===== src/rtl/bcd_counter_pkg.sv =====
// Shared BCD digit types and helpers for the multi-digit up/down counter.
package bcd_counter_pkg;

  localparam int         BCD_W   = 4;
  localparam logic [3:0] BCD_MAX = 4'd9;

  typedef logic [BCD_W-1:0] bcd_digit_t;

  // Forces any non-decimal nibble to zero so the count never holds an illegal digit.
  function automatic bcd_digit_t bcd_sanitize(input bcd_digit_t digit);
    return (digit > BCD_MAX) ? bcd_digit_t'(0) : digit;
  endfunction

endpackage


===== src/rtl/bcd_digit.sv =====
// One combinational BCD digit cell: steps the digit when enabled and
// raises co when the step wraps (9 -> 0 going up, 0 -> 9 going down).
module bcd_digit
  import bcd_counter_pkg::*;
(
  input  bcd_digit_t digit_i,
  input  logic       dir_i,
  input  logic       en_i,
  output bcd_digit_t next_o,
  output logic       co_o
);

  logic at_edge;

  assign at_edge = dir_i ? (digit_i == bcd_digit_t'(0)) : (digit_i == BCD_MAX);
  assign co_o    = en_i & at_edge;

  always_comb begin
    next_o = digit_i;
    if (en_i) begin
      if (at_edge) begin
        next_o = dir_i ? BCD_MAX : bcd_digit_t'(0);
      end else begin
        next_o = dir_i ? (digit_i - bcd_digit_t'(1)) : (digit_i + bcd_digit_t'(1));
      end
    end
  end

endmodule


===== src/rtl/bcd_updown_counter.sv =====
// Multi-digit BCD up/down counter with parallel load, registered terminal count
// and zero flag. Define BCD_COUNTER_SAT_EN to saturate at the range limits instead of wrapping.
module bcd_updown_counter
  import bcd_counter_pkg::*;
#(
  parameter int DIGITS = 2
) (
  input  logic                clk,
  input  logic                clr,
  input  logic                stop,
  input  logic                toggle,
  input  logic                load,
  input  logic [4*DIGITS-1:0] load_val,
  output logic [4*DIGITS-1:0] count,
  output logic                tc,
  output logic                at_zero
);

  logic [4*DIGITS-1:0] count_q, count_d;
  logic                tc_q, tc_d;
  logic [4*DIGITS-1:0] stepped;
  logic [4*DIGITS-1:0] sanitized;
  logic [DIGITS:0]     chain;
  logic                step;
  logic                boundary;

  // Digit 0 always sees a carry-in; the result is only used on a step.
  assign chain[0] = 1'b1;

  for (genvar g = 0; g < DIGITS; g++) begin : g_digit
    bcd_digit u_digit (
      .digit_i (count_q[g*BCD_W +: BCD_W]),
      .dir_i   (toggle),
      .en_i    (chain[g]),
      .next_o  (stepped[g*BCD_W +: BCD_W]),
      .co_o    (chain[g+1])
    );
    assign sanitized[g*BCD_W +: BCD_W] = bcd_sanitize(load_val[g*BCD_W +: BCD_W]);
  end

  assign step     = ~clr & ~load & ~stop;
  assign boundary = chain[DIGITS] & step;

  always_comb begin
    count_d = count_q;
    tc_d    = tc_q;
    if (load) begin
      count_d = sanitized;
      tc_d    = 1'b0;
    end else if (step) begin
      tc_d = boundary;
      if (boundary) begin
`ifdef BCD_COUNTER_SAT_EN
        count_d = count_q;
`else
        count_d = stepped;
`endif
      end else begin
        count_d = stepped;
      end
    end
  end

  always_ff @(posedge clk) begin
    if (clr) begin
      count_q <= '0;
      tc_q    <= 1'b0;
    end else begin
      count_q <= count_d;
      tc_q    <= tc_d;
    end
  end

  assign count   = count_q;
  assign tc      = tc_q;
  assign at_zero = (count_q == '0);

endmodule


===== config.mk =====
export PLATFORM = sky130hd
export DESIGN_NAME = bcd_updown_counter
export DESIGN_NICKNAME = d
export VERILOG_FILES = /design/src/rtl/bcd_counter_pkg.sv /design/src/rtl/bcd_digit.sv /design/src/rtl/bcd_updown_counter.sv
export SDC_FILE = /design/constraint.sdc
export NUM_CORES = 1
export LEC_CHECK = 0
export CAP_MARGIN = 10
export CORE_UTILIZATION = 50
export CTS_CLUSTER_SIZE = 25
export DETAILED_ROUTE_END_ITERATION = 12
export MAX_ROUTING_LAYER = met4
export PLACE_DENSITY_LB_ADDON = 0.12
export SLEW_MARGIN = 25
export SYNTH_ARGS = -nofsm -noshare
export SYNTH_HDL_FRONTEND = slang
export SYNTH_SLANG_ARGS = --single-unit
export TNS_END_PERCENT = 5

===== constraint.sdc =====
create_clock -name clk -period 2.8 [get_ports clk]
set_input_delay 0.56 -clock clk [delete_from_list [all_inputs] [get_ports clk]]
set_output_delay 0.56 -clock clk [all_outputs]
set_load 0.02 [all_outputs]

==> flow_summary.ini, run 1 <==
[status]
outcome = finished, final reports clean

[sta]
drv_slew = 0
clock_skew_ps = 3.85
rsz0062_at_grt = false
worst_pin_slew_ps = 435
max_freq_mhz = 405
final-hold-violation-count = 0
final.period_utilization_pct = 88.1
setup_tns_ps = 0
setup_viol = 0
period_minus_slack_ps = 2470
slew_headroom_pct = 70.9
setup_slack_ps = 334

[floorplanning]
die_h_microns = 41.9
rows = 14
pin_count = 23
coreArea_sq_um = 1490
die_w_microns = 41.9
start_util_pct = 53.4
die_area_sq_um = 1760

[detailed_routing]
ant_nets = 0
via_per_inst = 5.78
dr_total_vias = 815
dr.pass1.iters = 4
drc = 0
initialDrtViolationCount = 29
wl_per_cell_microns = 14.1
wl_microns = 1990

[grt]
grt_start_max_net_pins = 12
antenna_found_initial = 0
grt_pass1_wl_microns = 3410
grt_pass1_vias = 781
grt_overflow = 0
track_usage_pct = 25.4

[final_layout]
drive_above_1_share_pct = 9.60
synthToLayoutAreaGrowth_pct = 34.9
final_common_cell = clkdlybuf4s50_1
most-common-layout-cells = 22 x clkdlybuf4s50_1, 11 x a21oi_1, 10 x nor2_1
design_area_sq_um = 1070
layout.nets = 145
antenna_cells = 0

[clocking]
clock_latency_ps = 260
root_buffer = clkbuf_4
numCtsBuffers = 3
htree_num_levels = 1
cts_hold_buffers = 0
cts_tree = done
clock-sinks = 9
cts_resized = 0
cts_setup_buffers = 0
cts_buffer_depth = 2
clk_pin_slew_ps = 70

[logic_synthesis]
synth_nets = 118
synth_fa_ha_area_share_pct = 11.3
synthCells = 99
synth_top_family_by_area = compound AO/OA/AOI/OAI gates
yosys.area_share.simple_pct = 25.9
syn-cell-area_sq_um = 796
muxShareOfSynthArea_pct = 1.26
postSynthAreaPerCell_sq_um = 8.04
yosysWarnings = 0
ys_ff_latch = 9
synth_compound_area_share_pct = 29.7
synth.distinct_cells = 37
synth-xor-area-share_pct = 4.40
ys_seq_area_share_pct = 22.6

[pwr]
peakVddDrop_mv = 0.350
cellPowerDensity_nw_per_um2 = 390
p_leak_uw = 0.000399

[critical_path]
critPathArrivalTime_ps = 2590
timing.rr.end = count[3]$_SDFFE_PP0P_
r2r_cells = 6
start_kind = input pin
cp-end-kind = flop
path_delay_family = compound AO/OA/AOI/OAI gates
r2r_setup_slack_ps = 810
critPathMaxStageDelay_ps = 630
cp_num_buf_inv = 1
required_ps = 2920
r2r_start = count[1]$_SDFFE_PP0P_
timing.setup.critical_path_class = in2reg
worstPathCellList = clkdlybuf4s50_1 -> or3b_4 -> a2111oi_4 -> o311ai_0 -> a21oi_1 -> a2111oi_2
crit_path_max_fanout = 9
slowest_stage = clkdlybuf4s50_1

[placement]
dpl_cell_area_sq_um = 1050
pre_cts_ws_ps = 63.0
dp.final_hpwl_microns = 1520
gp_congestion = 0.811
io_buffers = 22

[flow_run]
max-cap-violations = 0

[min_path]
hp-class = reg2reg
holdPathEnd = tc$_SDFFE_PP0P_
worstHoldStart = tc$_SDFFE_PP0P_
holdPathStages = 2
[cell families (layout without fill, tap and decap cells)]
logic type | after synthesis | in the layout
compound gates | 31 | 31
flops | 9 | 9
xor+xnor | 4 | 4
mux | 1 | 1
simple gates | 38 | 38
fa+ha+maj | 6 | 6
buf+inv | 10 | 36
[routing by layer]
metal | part of all wire, % | up-vias | track usage [%]
met4 | 0 | 0 | 5.81
met5 | 0 | - | -
met1 | 48 | 366 | 36.2
met3 | 4.2 | 0 | 2.61
li1 | - | 422 | -
met2 | 48 | 27 | 39.1
[state kept, by name, summed over array words and instances (netlist names)]
name and flops:
count 8, tc 1
[Yosys cell counts, drive strengths merged]
cell type / count / share of area, %
nand2b: 3 / 2.4
a22oi: 2 / 1.9
buf: 1 / 0.47
and3: 1 / 0.79
a21boi: 1 / 0.94
a221oi: 2 / 2.2
nor4b: 1 / 1.1
inv: 7 / 3.3
and3b: 1 / 1.3
a21o: 2 / 1.9
xor2: 2 / 2.2
nor2: 10 / 4.7
dfxtp: 9 / 23
nand3: 5 / 3.1
o32ai: 1 / 1.1
clkbuf: 2 / 0.94
mux2i: 1 / 1.3
nor4: 1 / 0.79
nor3b: 3 / 2.8
or3b: 1 / 1.4
ha: 4 / 6.3
a211oi: 1 / 1.6
xnor2: 2 / 2.2
fa: 2 / 5.0
nand3b: 2 / 1.9
a31oi: 1 / 0.79
nand2: 6 / 2.8
or3: 1 / 0.94
a2111oi: 3 / 6.4
o21ai: 3 / 1.9
o311ai: 1 / 1.1
nor3: 3 / 1.9
a21oi: 11 / 6.9
o31ai: 2 / 1.9
o31a: 1 / 1.1
[worst max path at each step]
stage                                     start               endpoint  slack (ps)  cells after the start
after global placement                   toggle  count[7]$_SDFFE_PP0P_         100                      6
final                                    toggle  count[7]$_SDFFE_PP0P_         330                      6
after global routing                     toggle  count[7]$_SDFFE_PP0P_         170                      8
after detailed placement                 toggle  count[7]$_SDFFE_PP0P_          60                      6
after floorplan           count[1]$_SDFFE_PP0P_                at_zero         800                      3
after CTS                                toggle  count[7]$_SDFFE_PP0P_         350                      6
[power breakdown]
| group | internal [uW] | switching (uW) | total [uW] |
|---|---|---|---|
| clock network | 54.9 | 46.2 | 101 |
| logic | 81.9 | 82.2 | 164 |
| registers | 137 | 16.3 | 153 |
| total | 274 | 145 | 418 |
[worst min-delay path, delay by kind of cell, from the launching register on]
kind | cells | cell delay, ps
AO/OA/AOI/OAI | 1 | 120
flip-flops | 1 | 310
AND/OR/NAND/NOR | 1 | 50
[through the flow]
| step | cells | utilization, % | total power (uW) | hold slack (ps) |
|---|---|---|---|---|
| 2_1_floorplan | 99 | - | 249 | 586 |
| 3_3_place_gp | 137 | 70.3 | 313 | 511 |
| 3_5_place_dp | 137 | 70.3 | 318 | 511 |
| 4_1_cts | 141 | 72.1 | 421 | 526 |
| 5_1_grt | 141 | 72.1 | 447 | 534 |
| 6_report | 141 | 72.1 | 418 | 523 |
[cell type report]
class	instances	area (sq um)
Clock buffer	4	26.3
Inverter	7	26.3
Tap cell	16	20.0
Timing Repair Buffer	25	243
Sequential cell	9	180
Fill cell	120	415
Multi-Input combinational cell	80	578
Power figures use the tool's default switching activity.
==> inputs of run 2 (changes only) <==
--- a/config.mk
+++ b/config.mk
@@ -9,6 +9,7 @@
 export CORE_UTILIZATION = 50
 export CTS_CLUSTER_SIZE = 25
 export DETAILED_ROUTE_END_ITERATION = 12
+export GPL_ROUTABILITY_DRIVEN = 1
 export MAX_ROUTING_LAYER = met4
 export PLACE_DENSITY_LB_ADDON = 0.12
 export SLEW_MARGIN = 25
==> results of run 2 <==
The final DEF is identical to that of run 1; final timing and power are the same.
==> inputs of run 3 (changes only) <==
--- a/config.mk
+++ b/config.mk
@@ -6,6 +6,7 @@
 export NUM_CORES = 1
 export LEC_CHECK = 0
 export CAP_MARGIN = 10
+export CORE_ASPECT_RATIO = 1.1
 export CORE_UTILIZATION = 50
 export CTS_CLUSTER_SIZE = 25
 export DETAILED_ROUTE_END_ITERATION = 12
==> run 3 against run 2 <==
Cell count stayed put; core utilization is 3.6 points higher; critical path depth is 2 lower; clock skew is 1.1 ps lower; sequential power hardly changed; clock-buffer cell count stayed put; die area hardly changed; routed wire length is 6.4% lower; worst setup slack worse by 47 ps; combinational power hardly changed; global-route usage is 0.44 points higher; via count is 1.2% higher.
==> flow_summary.ini, run 3 (synthesis gave the netlist of run 1 again) <==
[sta]
rsz0062_at_grt = false
slew_headroom_pct = 70.8
final-hold-violation-count = 0
max_freq_mhz = 398
setup_viol = 0
clock_skew_ps = 2.75
drv_slew = 0
worst_pin_slew_ps = 433
period_minus_slack_ps = 2510
setup_tns_ps = 0
final.period_utilization_pct = 89.8

[floorplanning]
start_util_pct = 56.1
pin_count = 23
rows = 14
coreArea_sq_um = 1420
die_h_microns = 43.8
die_w_microns = 40.0
die_area_sq_um = 1760

[grt]
grt_pass1_wl_microns = 3130
grt_overflow = 0
grt_start_max_net_pins = 12
antenna_found_initial = 0
grt_pass1_vias = 774
track_usage_pct = 25.9

[critical_path]
critPathLaunch = count[1]$_SDFFE_PP0P_
timing.rr.end = count[3]$_SDFFE_PP0P_
cp-end-kind = output port
required_ps = 2240
timing.setup.critical_path_class = reg2out
r2r_cells = 6
crit_path_max_fanout = 6
start_kind = flop
r2r_start = count[1]$_SDFFE_PP0P_
critPathArrivalTime_ps = 1950
cp-endpoint = at_zero
r2r_setup_slack_ps = 850

[clocking]
cts_setup_buffers = 0
cts_hold_buffers = 0
clock_latency_ps = 260
root_buffer = clkbuf_4
cts_resized = 0
cts_buffer_depth = 2
clock-sinks = 9
numCtsBuffers = 3
clk_pin_slew_ps = 60
cts_tree = done
htree_num_levels = 1

[final_layout]
synthToLayoutAreaGrowth_pct = 34.9
layout.nets = 145
most-common-layout-cells = 22 x clkdlybuf4s50_1, 11 x a21oi_1, 10 x nor2_1
antenna_cells = 0
post-route-util_pct = 75.7
final_common_cell = clkdlybuf4s50_1
largest_reg_flops = 8
drive_above_1_share_pct = 9.60

[status]
outcome = finished, final reports clean

[placement]
io_buffers = 22
gp_congestion = 0.832
dp.final_hpwl_microns = 1440

[detailed_routing]
via_per_inst = 5.85
dr_total_vias = 825
drc = 0
initialDrtViolationCount = 25
drt-met1-wl_microns = 852
highest_layer = met4
dr.pass1.iters = 4
wl_per_cell_microns = 13.2
ant_nets = 0
wl_met2_microns = 904
wl_met3_microns = 86
wl_microns = 1860

[flow_run]
max-cap-violations = 0

[pwr]
p_leak_uw = 0.000399
cellPowerDensity_nw_per_um2 = 385
peakVddDrop_mv = 0.333
totalPowerFinal_uw = 413

[min_path]
hp-class = reg2reg
[run 3: cell counts in the layout (fill, tap and decap cells not counted)]
Identical to the previous run, type by type.
[run 3: per-layer routing]
metal	up-vias	GRT usage, %
met5	-	-
met4	0	6.21
met3	2	3.08
met2	32	41.9
met1	373	33.2
li1	418	-
[run 3: cell type report]
type,count,area [sq um]
timing repair buffer,25,243
tap,16,20.0
fill,115,345
sequential,9,180
inverter,7,26.3
multi-input combinational,80,578
clock buffer,4,26.3
[run 3: report_power, final]
part | switching [uW] | internal (uW)
clock network | 44.2 | 54.8
logic | 80.3 | 81.0
registers | 16.0 | 137
[run 3: worst min path at each step]
stage | start | endpoint | slack (ps) | cells past startpoint
2_1_floorplan | tc$_SDFFE_PP0P_ | tc$_SDFFE_PP0P_ | 590 | 2
5_1_grt | tc$_SDFFE_PP0P_ | tc$_SDFFE_PP0P_ | 560 | 2
3_5_place_dp | tc$_SDFFE_PP0P_ | tc$_SDFFE_PP0P_ | 510 | 2
6_report | tc$_SDFFE_PP0P_ | tc$_SDFFE_PP0P_ | 530 | 2
3_3_place_gp | tc$_SDFFE_PP0P_ | tc$_SDFFE_PP0P_ | 510 | 2
4_1_cts | tc$_SDFFE_PP0P_ | tc$_SDFFE_PP0P_ | 520 | 2
[run 3: worst max-delay path, stage by stage (launching register included)]
cell	delay (ps)
dfxtp_1	380
nor2_1	200
nand2_1	120
nor4b_1	330
clkdlybuf4s50_1	660
[run 3: metrics by stage]
step	cell area, sq um	worst slack [ps]	std cells	hold slack [ps]
floorplan	796	800	99	586
global placement	1050	185	137	512
detailed placement	1050	133	137	508
CTS	1070	298	141	524
global route	1070	214	141	561
finish	1070	286	141	526
